### src/rtl/eth_tx_arbiter_if.sv
// Bus between the user/engine side and the Ethernet TX arbiter.
// master: the arbiter itself; slave: the sources, engines and GMII consumer.
interface eth_tx_arbiter_if;
  logic [2:0]  src_start;
  logic [2:0]  eng_start;
  logic [2:0]  eng_done;
  logic [2:0]  eng_txd_valid;
  logic [23:0] eng_txd_data;
  logic        gmii_txd_valid;
  logic [7:0]  gmii_txd_data;
  logic [2:0]  grant;
  logic [2:0]  pend;
  logic        busy;
  logic        tx_timeout;

  modport master (
    input  src_start, eng_done, eng_txd_valid, eng_txd_data,
    output eng_start, gmii_txd_valid, gmii_txd_data, grant, pend, busy, tx_timeout
  );

  modport slave (
    output src_start, eng_done, eng_txd_valid, eng_txd_data,
    input  eng_start, gmii_txd_valid, gmii_txd_data, grant, pend, busy, tx_timeout
  );
endinterface

### src/rtl/eth_tx_arbiter.sv
// Grants one TX engine (ARP/ICMP/UDP) at a time onto the shared GMII path, with inter-frame gap.
// Define TX_ARB_RR_EN for round-robin arbitration; otherwise fixed priority 0 > 1 > 2.
module eth_tx_arbiter #(
  parameter int unsigned IFG_CYC     = 12,
  parameter int unsigned TIMEOUT_CYC = 2048
) (
  input logic              clk,
  input logic              reset,
  eth_tx_arbiter_if.master bus
);

  localparam logic [1:0] ST_IDLE  = 2'd0;
  localparam logic [1:0] ST_START = 2'd1;
  localparam logic [1:0] ST_SEND  = 2'd2;
  localparam logic [1:0] ST_IFG   = 2'd3;

  localparam logic [15:0] IFG_LAST     = 16'(IFG_CYC - 1);
  localparam logic [15:0] TIMEOUT_LAST = 16'(TIMEOUT_CYC - 1);

  logic [1:0]  state_q, state_d;
  logic [2:0]  pend_q, pend_d;
  logic [2:0]  grant_q, grant_d;
  logic [2:0]  winner;
  logic [15:0] cnt_q, cnt_d;
  logic        txd_valid_q, txd_valid_d;
  logic [7:0]  txd_data_q, txd_data_d;
  logic [2:0]  eng_start;
  logic        done_g;
  logic        valid_g;
  logic [7:0]  data_g;
  logic        timeout_hit;

`ifdef TX_ARB_RR_EN
  logic [1:0] ptr_q, ptr_d;
  logic [1:0] rr_idx;

  // Scan from lowest to highest priority so the highest-priority match is assigned last.
  always_comb begin
    winner = 3'b000;
    rr_idx = 2'd0;
    for (int k = 3; k >= 1; k--) begin
      rr_idx = 2'((int'(ptr_q) + k) % 3);
      if (pend_q[rr_idx]) winner = 3'b001 << rr_idx;
    end
  end

  always_comb begin
    ptr_d = ptr_q;
    if (state_q == ST_START) begin
      ptr_d = grant_q[2] ? 2'd2 : (grant_q[1] ? 2'd1 : 2'd0);
    end
  end

  always_ff @(posedge clk or posedge reset) begin
    if (reset) ptr_q <= 2'd2;
    else       ptr_q <= ptr_d;
  end
`else
  always_comb begin
    if (pend_q[0])      winner = 3'b001;
    else if (pend_q[1]) winner = 3'b010;
    else if (pend_q[2]) winner = 3'b100;
    else                winner = 3'b000;
  end
`endif

  assign eng_start = (state_q == ST_START) ? grant_q : 3'b000;
  assign done_g    = |(bus.eng_done & grant_q);
  assign valid_g   = |(bus.eng_txd_valid & grant_q);
  assign data_g    = ({8{grant_q[0]}} & bus.eng_txd_data[7:0])
                   | ({8{grant_q[1]}} & bus.eng_txd_data[15:8])
                   | ({8{grant_q[2]}} & bus.eng_txd_data[23:16]);

  // A done arriving on the last allowed cycle suppresses the timeout.
  assign timeout_hit = (state_q == ST_SEND) && (cnt_q == TIMEOUT_LAST) && !done_g;

  always_comb begin
    state_d = state_q;
    grant_d = grant_q;
    cnt_d   = cnt_q;
    case (state_q)
      ST_IDLE: begin
        if (pend_q != 3'b000) begin
          grant_d = winner;
          state_d = ST_START;
        end
      end
      ST_START: begin
        cnt_d   = 16'd0;
        state_d = ST_SEND;
      end
      ST_SEND: begin
        cnt_d = cnt_q + 16'd1;
        if (done_g || timeout_hit) begin
          grant_d = 3'b000;
          cnt_d   = 16'd0;
          state_d = ST_IFG;
        end
      end
      ST_IFG: begin
        if (cnt_q == IFG_LAST) begin
          cnt_d   = 16'd0;
          state_d = ST_IDLE;
        end else begin
          cnt_d = cnt_q + 16'd1;
        end
      end
      default: state_d = ST_IDLE;
    endcase
  end

  // A new request in the same cycle as its start re-queues one further frame.
  always_comb begin
    pend_d      = (pend_q & ~eng_start) | bus.src_start;
    txd_valid_d = (state_q == ST_SEND) && valid_g;
    txd_data_d  = (state_q == ST_SEND) ? data_g : 8'h00;
  end

  always_ff @(posedge clk or posedge reset) begin
    if (reset) begin
      state_q     <= ST_IDLE;
      pend_q      <= 3'b000;
      grant_q     <= 3'b000;
      cnt_q       <= 16'd0;
      txd_valid_q <= 1'b0;
      txd_data_q  <= 8'h00;
    end else begin
      state_q     <= state_d;
      pend_q      <= pend_d;
      grant_q     <= grant_d;
      cnt_q       <= cnt_d;
      txd_valid_q <= txd_valid_d;
      txd_data_q  <= txd_data_d;
    end
  end

  assign bus.eng_start      = eng_start;
  assign bus.gmii_txd_valid = txd_valid_q;
  assign bus.gmii_txd_data  = txd_data_q;
  assign bus.grant          = grant_q;
  assign bus.pend           = pend_q;
  assign bus.busy           = (state_q != ST_IDLE);
  assign bus.tx_timeout     = timeout_hit;

endmodule

### src/flat_wrapper.sv
// flat-port wrapper written by rule: the top's interface ports become plain ports
module eth_tx_arbiter_flat 
#(
  parameter int unsigned IFG_CYC     = 12,
  parameter int unsigned TIMEOUT_CYC = 2048
)
  (clk, reset, bus_src_start, bus_eng_done, bus_eng_txd_valid, bus_eng_txd_data, bus_eng_start, bus_gmii_txd_valid, bus_gmii_txd_data, bus_grant, bus_pend, bus_busy, bus_tx_timeout);
  eth_tx_arbiter_if bus_i ();
  input logic clk;
  input logic reset;
  input wire logic [$bits(bus_i.src_start)-1:0] bus_src_start;
  input wire logic [$bits(bus_i.eng_done)-1:0] bus_eng_done;
  input wire logic [$bits(bus_i.eng_txd_valid)-1:0] bus_eng_txd_valid;
  input wire logic [$bits(bus_i.eng_txd_data)-1:0] bus_eng_txd_data;
  output wire logic [$bits(bus_i.eng_start)-1:0] bus_eng_start;
  output wire logic [$bits(bus_i.gmii_txd_valid)-1:0] bus_gmii_txd_valid;
  output wire logic [$bits(bus_i.gmii_txd_data)-1:0] bus_gmii_txd_data;
  output wire logic [$bits(bus_i.grant)-1:0] bus_grant;
  output wire logic [$bits(bus_i.pend)-1:0] bus_pend;
  output wire logic [$bits(bus_i.busy)-1:0] bus_busy;
  output wire logic [$bits(bus_i.tx_timeout)-1:0] bus_tx_timeout;
  assign bus_i.src_start = bus_src_start;
  assign bus_i.eng_done = bus_eng_done;
  assign bus_i.eng_txd_valid = bus_eng_txd_valid;
  assign bus_i.eng_txd_data = bus_eng_txd_data;
  assign bus_eng_start = bus_i.eng_start;
  assign bus_gmii_txd_valid = bus_i.gmii_txd_valid;
  assign bus_gmii_txd_data = bus_i.gmii_txd_data;
  assign bus_grant = bus_i.grant;
  assign bus_pend = bus_i.pend;
  assign bus_busy = bus_i.busy;
  assign bus_tx_timeout = bus_i.tx_timeout;
  eth_tx_arbiter #(.IFG_CYC(IFG_CYC), .TIMEOUT_CYC(TIMEOUT_CYC)) u_core (.clk(clk), .reset(reset), .bus(bus_i));
endmodule
### config.mk
export PLATFORM = sky130hd
export DESIGN_NAME = eth_tx_arbiter_flat
export DESIGN_NICKNAME = d
export VERILOG_FILES = /design/src/rtl/eth_tx_arbiter_if.sv /design/src/rtl/eth_tx_arbiter.sv /design/src/flat_wrapper.sv
export SDC_FILE = /design/constraint.sdc
export NUM_CORES = 1
export LEC_CHECK = 0
export CAP_MARGIN = 20
export CORE_MARGIN = 1
export CORE_UTILIZATION = 35
export CTS_BUF_LIST = sky130_fd_sc_hd__clkbuf_16
export CTS_CLUSTER_SIZE = 20
export DETAILED_ROUTE_END_ITERATION = 10
export REMOVE_ABC_BUFFERS = 1
export SYNTH_ARGS = -nofsm -noshare
export SYNTH_HDL_FRONTEND = slang
export SYNTH_SLANG_ARGS = --single-unit
### constraint.sdc
create_clock -name clk -period 2.8 [get_ports clk]
set_input_delay 0.28 -clock clk [delete_from_list [all_inputs] [get_ports clk]]
set_output_delay 0.28 -clock clk [all_outputs]
set_load 0.01 [all_outputs]
---- Yosys cells after proc, flatten, opt, wreduce, memory -nomap -nowiden ----
Cells that the tools add are included.
word-level totals
  register bits after elaboration ......... 33
  input port bits ......................... 35
  output and inout bits ................... 20
  word-level logic and storage cells ...... 54
operators by class
  add/subtract/negate cells ............... 1
  eq/ne operators ......................... 8
  multiplexer cells ....................... 15
  bitwise logic cells ..................... 10
  reductions and logical operators ........ 14
operator list
  cell                                                                     count
  16-bit case mux with 3 select lines                                      1
  16-bit 2-to-1 mux                                                        2
  8-bit bitwise AND                                                        3
  3-bit 2-to-1 mux                                                         6
  16-bit by 1-bit adder with 16-bit output, second input constant          1
  16-bit by 11-bit equality test with 1-bit output, second input constant  1
  16-bit by 4-bit equality test with 1-bit output, second input constant   1
  8-bit OR                                                                 2
  3-bit bitwise AND                                                        3
  8-bit 2-to-1 mux                                                         1
  2-bit case mux with 4 select lines                                       1
  2-bit 2-to-1 mux                                                         3
  3-bit case mux with 2 select lines                                       1
  3-bit AND reduction                                                      2
  3-bit nonzero test                                                       2
  3-bit OR reduction                                                       2
  2-bit equality test, second input constant                               2
  2-bit by 1-bit != test with 1-bit output, second input constant          2
  2-bit nonzero test                                                       2
  1-bit logical AND                                                        3
  3-bit NOT                                                                1
  3-bit OR                                                                 1
  2-bit by 1-bit equality test with 1-bit output, second input constant    1
  2-bit zero test                                                          1
  other kinds (3)                                                          3

---- Logic depth before layout (Yosys ltp) ----
  word-level depth ........................ 7
  depth in mapped cells ................... 7
  depth with buffers taken out ............ 7

---- Worst setup path before layout ----
OpenSTA, ideal clock, no wires.
  kind .................................... flip-flop to flip-flop
  start point ............................. reg u_core.cnt_q[12]
  end point ............................... reg u_core.state_q[1]
  setup time .............................. 125 ps
  data arrival time ....................... 2,215 ps
  data required time ...................... 2,675 ps
  path slack .............................. 461 ps
  stages on the path, launching flop included .. 6
  path buffers ............................ 0
  clock period less this slack ............ 2,339 ps
  path through ............................ dfrtp_1 -> or4_4 -> or4_4 -> a21o_1 -> nor2_1 -> mux2_2
between the ends
  cells in the longest elaborated chain, start to end .. 6
  elaborated cells between the ends (all ways) .. 8
  classes of those cells .................. 4 x eq/ne; 4 x reduce/logical
ends and longest elaborated chain
  what                                              RTL line               text
  start, declared                                   eth_tx_arbiter.sv:24   logic [15:0] cnt_q, cnt_d;
  start signal, assigned                            eth_tx_arbiter.sv:131  cnt_q <= cnt_d;
  16-bit by 11-bit equality test with 1-bit output  eth_tx_arbiter.sv:75   assign timeout_hit = (state_q == ST_SEND) && (cnt_q == TIMEOUT_LAST) && !done_g;
  1-bit logical AND (2 in a row)                    eth_tx_arbiter.sv:75
  1-bit logical OR                                  eth_tx_arbiter.sv:94   if (done_g || timeout_hit) begin
  2-bit != test (no line)                           -
  3-bit AND reduction (no line) *                   -
  end signal, assigned                              eth_tx_arbiter.sv:128  state_q <= state_d;
  end, declared                                     eth_tx_arbiter.sv:20   logic [1:0] state_q, state_d;
Mark *: on every way between the ends. The rest lies on a longest branch, timed or not.
A chain may end at the register's enable or synchronous reset.

---- Worst setup path after layout ----
  start point ............................. reg u_core.cnt_q[12]
  end point ............................... out bus_tx_timeout
between the ends
  cells in the longest elaborated chain, start to end .. 3
ends and longest elaborated chain
  what                                              RTL line              text
  16-bit by 11-bit equality test with 1-bit output  eth_tx_arbiter.sv:75
  1-bit logical AND (2 in a row)                    eth_tx_arbiter.sv:75
  end, declared                                     flat_wrapper.sv:21    output wire logic [$bits(bus_i.tx_timeout)-1:0] bus_tx_timeout;
No other way between the ends.

==> metrics.cfg <==
[sta]
period_needed_ps = 2530
max_slew_margin = 0.625
drv_slew = 0
setup_viol = 0
rsz0062_at_grt = no
worstMarginPinSlew_ps = 557
finalSetupTns_ps = 0
holdWs_ps = 407
hold_viol_final = 0
fin_crit_sh = 0.905
max_freq_mhz = 395
skew_ps = 3.18

[setup_path]
end_kind = output pin
worstPathRequired_ps = 2520
critical_path.max_fanout = 7
crit_chain = or4_4 > or4_4 > nor2_1 > dlygate4sd2_1
crit_slowest_cell = or4_4
critPathLaunchType = flip-flop
crit_family = simple AND/OR/NAND/NOR gates
cpMostUsedCell = or4_4
slowest_delay_ps = 590
crit_buf_inv = 1
path_class = flip-flop to output pin
cp.arrival_ps = 2250

[synthesis]
syn_inst = 187
ys_seq_area_frac = 0.464
synth-edff-count = 0
syn_area_per_cell_sq_um = 9.52
synth_area_sq_um = 1780
ys.flop_type = dfrtp_1
async_flop_share = 1.00
synth_top_area_frac = 0.464
ys_types = 40
synth_area_leaders = dfrtp_1 (46%), a222oi_1 (5.1%), nand2_1 (4.0%)
synth.most_common_cell = dfrtp_1
ys_ff_latch = 33
yosysTopAreaCell = dfrtp_1
synth_common_cells = dfrtp_1 (33), nand2_1 (19), inv_1 (12), o21ai_0 (11), a21oi_1 (10)
ys_warn_count = 0

[placed_design]
gp_congestion = 0.827
port_buffers = 54
dp_hpwl_microns = 3200
dp.cells = 303

[global_route]
gr-usage-met3 = 0.0302
globalRouteMet2Util = 0.275
grt_pass1_wl_microns = 7290
grt_max_degree = 34
antenna_found_initial = 0
grt.met1_usage = 0.252
overflow = 0
busiest_layer = met2
grt_usage = 0.180
grt_pass1_vias = 1489

[power]
total_leakage_power_nw = 1.03
p_clk_frac = 0.258
sequentialPowerShare = 0.319
p_int_mw = 1.26
ir_drop_v = 0.000680
power_density_nw_per_um2 = 772
switchingPower_mw = 0.689
sw_frac_of_total = 0.353
p_comb_frac = 0.423

[clock_tree]
cts_tree = yes
cts-htree-levels = 2
hold_buffers = 0
clkTransAtPathRegs_ps = 50
clock_sinks = 33
root_buffer = clkbuf_16
post_cts_buffers = 0
cts.repair.resized = 1
numCtsBuffers = 5
clk_path_buf_depth = 2
clock_latency_ps = 280

[floorplan]
die_h_microns = 73.3
core_sq_um = 4820
start_util = 0.370
num_io_pins = 55
rows = 25
die-area_sq_um = 5380
die_x_microns = 73.3

[final_layout]
finish.utilization = 0.524
fin_cells = 310
layout-drive-gt1-share = 0.0700
nets = 283
antenna_cells = 0
n_fill_cell = 452
area_growth_pct = 41.8

[detailed_routing]
wire_per_inst_microns = 14.7
drc = 0
drt-total-wl_microns = 4560
via_per_inst = 5.26
dr.pass1.iters = 4
drt-initial-drc-count = 152
num_vias = 1630
ant_nets = 0

[run_status]
status = finished clean

[worst_hold_path]
hold_path.class = input port to asynchronous set/reset pin

[job]
maxCapViolCount = 0

## state kept, by name, summed over array words and instances, names as in the netlist
| signal | flops |
|---|---|
| u_core.bus.gmii_txd_data | 8 |
| u_core.bus.gmii_txd_valid | 1 |
| u_core.bus.grant | 3 |
| u_core.bus.pend | 3 |
| u_core.cnt_q | 16 |
| u_core.state_q | 2 |
## layout by cell type (no fill, tap or decap), types with 6 or more instances in the layout
cell / netlist / layout
inv_1: 12 / 13
or4_1: 6 / 6
a222oi_1: 9 / 9
dfrtp_1: 33 / 33
a21oi_1: 10 / 10
nand2_1: 19 / 19
clkdlybuf4s50_1: 0 / 53
nor2b_1: 9 / 9
nor2_1: 8 / 8
o21ai_0: 11 / 11
## logic make-up (layout without fill, tap and decap cells)
| group | after synthesis | count (layout) | synth area share |
|---|---|---|---|
| mux | 2 | 2 | 0.0119 |
| simple gates | 76 | 76 | 0.240 |
| flops | 33 | 33 | 0.464 |
| compound gates | 50 | 50 | 0.200 |
| buf+inv | 21 | 77 | 0.0485 |
| fa+ha+maj | 5 | 5 | 0.0351 |
## power by group through the flow
| stage | clock network (mW) | registers, mW | logic [mW] |
|---|---|---|---|
| after detailed placement | 0 | 0.630 | 0.825 |
| after floorplan | 0 | 0.648 | 0.460 |
| after CTS | 0.518 | 0.621 | 0.828 |
| final | 0.504 | 0.622 | 0.825 |
| after global placement | 0 | 0.627 | 0.827 |
| after global routing | 0.533 | 0.632 | 0.907 |
## layout make-up
class / count / area (sq um) / area share
flip-flops and latches: 33 / 826 / 0.327
repair buffers: 58 / 569 / 0.225
inverters: 12 / 45.0 / 0.0178
clock buffers: 5 / 125 / 0.0496
clock inverters: 2 / 7.51 / 0.00297
well taps: 67 / 83.8 / 0.0332
multi-input cells: 133 / 868 / 0.344
## metrics by stage
| stage | setup slack, ps | instance area (sq um) | power, mW |
|---|---|---|---|
| 2_1_floorplan | 372 | 1740 | 1.11 |
| 3_3_place_gp | 296 | 2390 | 1.45 |
| 5_1_grt | 207 | 2520 | 2.07 |
| 3_5_place_dp | 279 | 2390 | 1.45 |
| 6_report | 267 | 2520 | 1.95 |
| 4_1_cts | 253 | 2520 | 1.97 |
## per-layer routing
metal	vias up	part of all wire
li1	817	-
met1	772	0.47
met2	34	0.48
met3	7	0.037
met4	0	0.017
met5	-	0
## path summary, 6_finish.rpt
kind,from,to,slack (ps),depth (start not counted)
min,reset,u_core.cnt_q[4],410,3
min reg2reg,u_core.cnt_q[1],u_core.cnt_q[1],540,2
min in group clk,u_core.cnt_q[1],u_core.cnt_q[1],540,2
max,u_core.cnt_q[12],bus_tx_timeout,270,4
max in group asynchronous,reset,u_core.cnt_q[1],2080,3
max reg2reg,u_core.cnt_q[12],u_core.cnt_q[8],370,5
## worst reg2reg max path: stages, from the launching register on
cell and delay, ps:
dfrtp_1 430, or4_4 560, or4_4 590, a21oi_2 410, a2bb2oi_1 220, o31ai_1 90
Note: power is estimated with default switching activity, not from simulation.
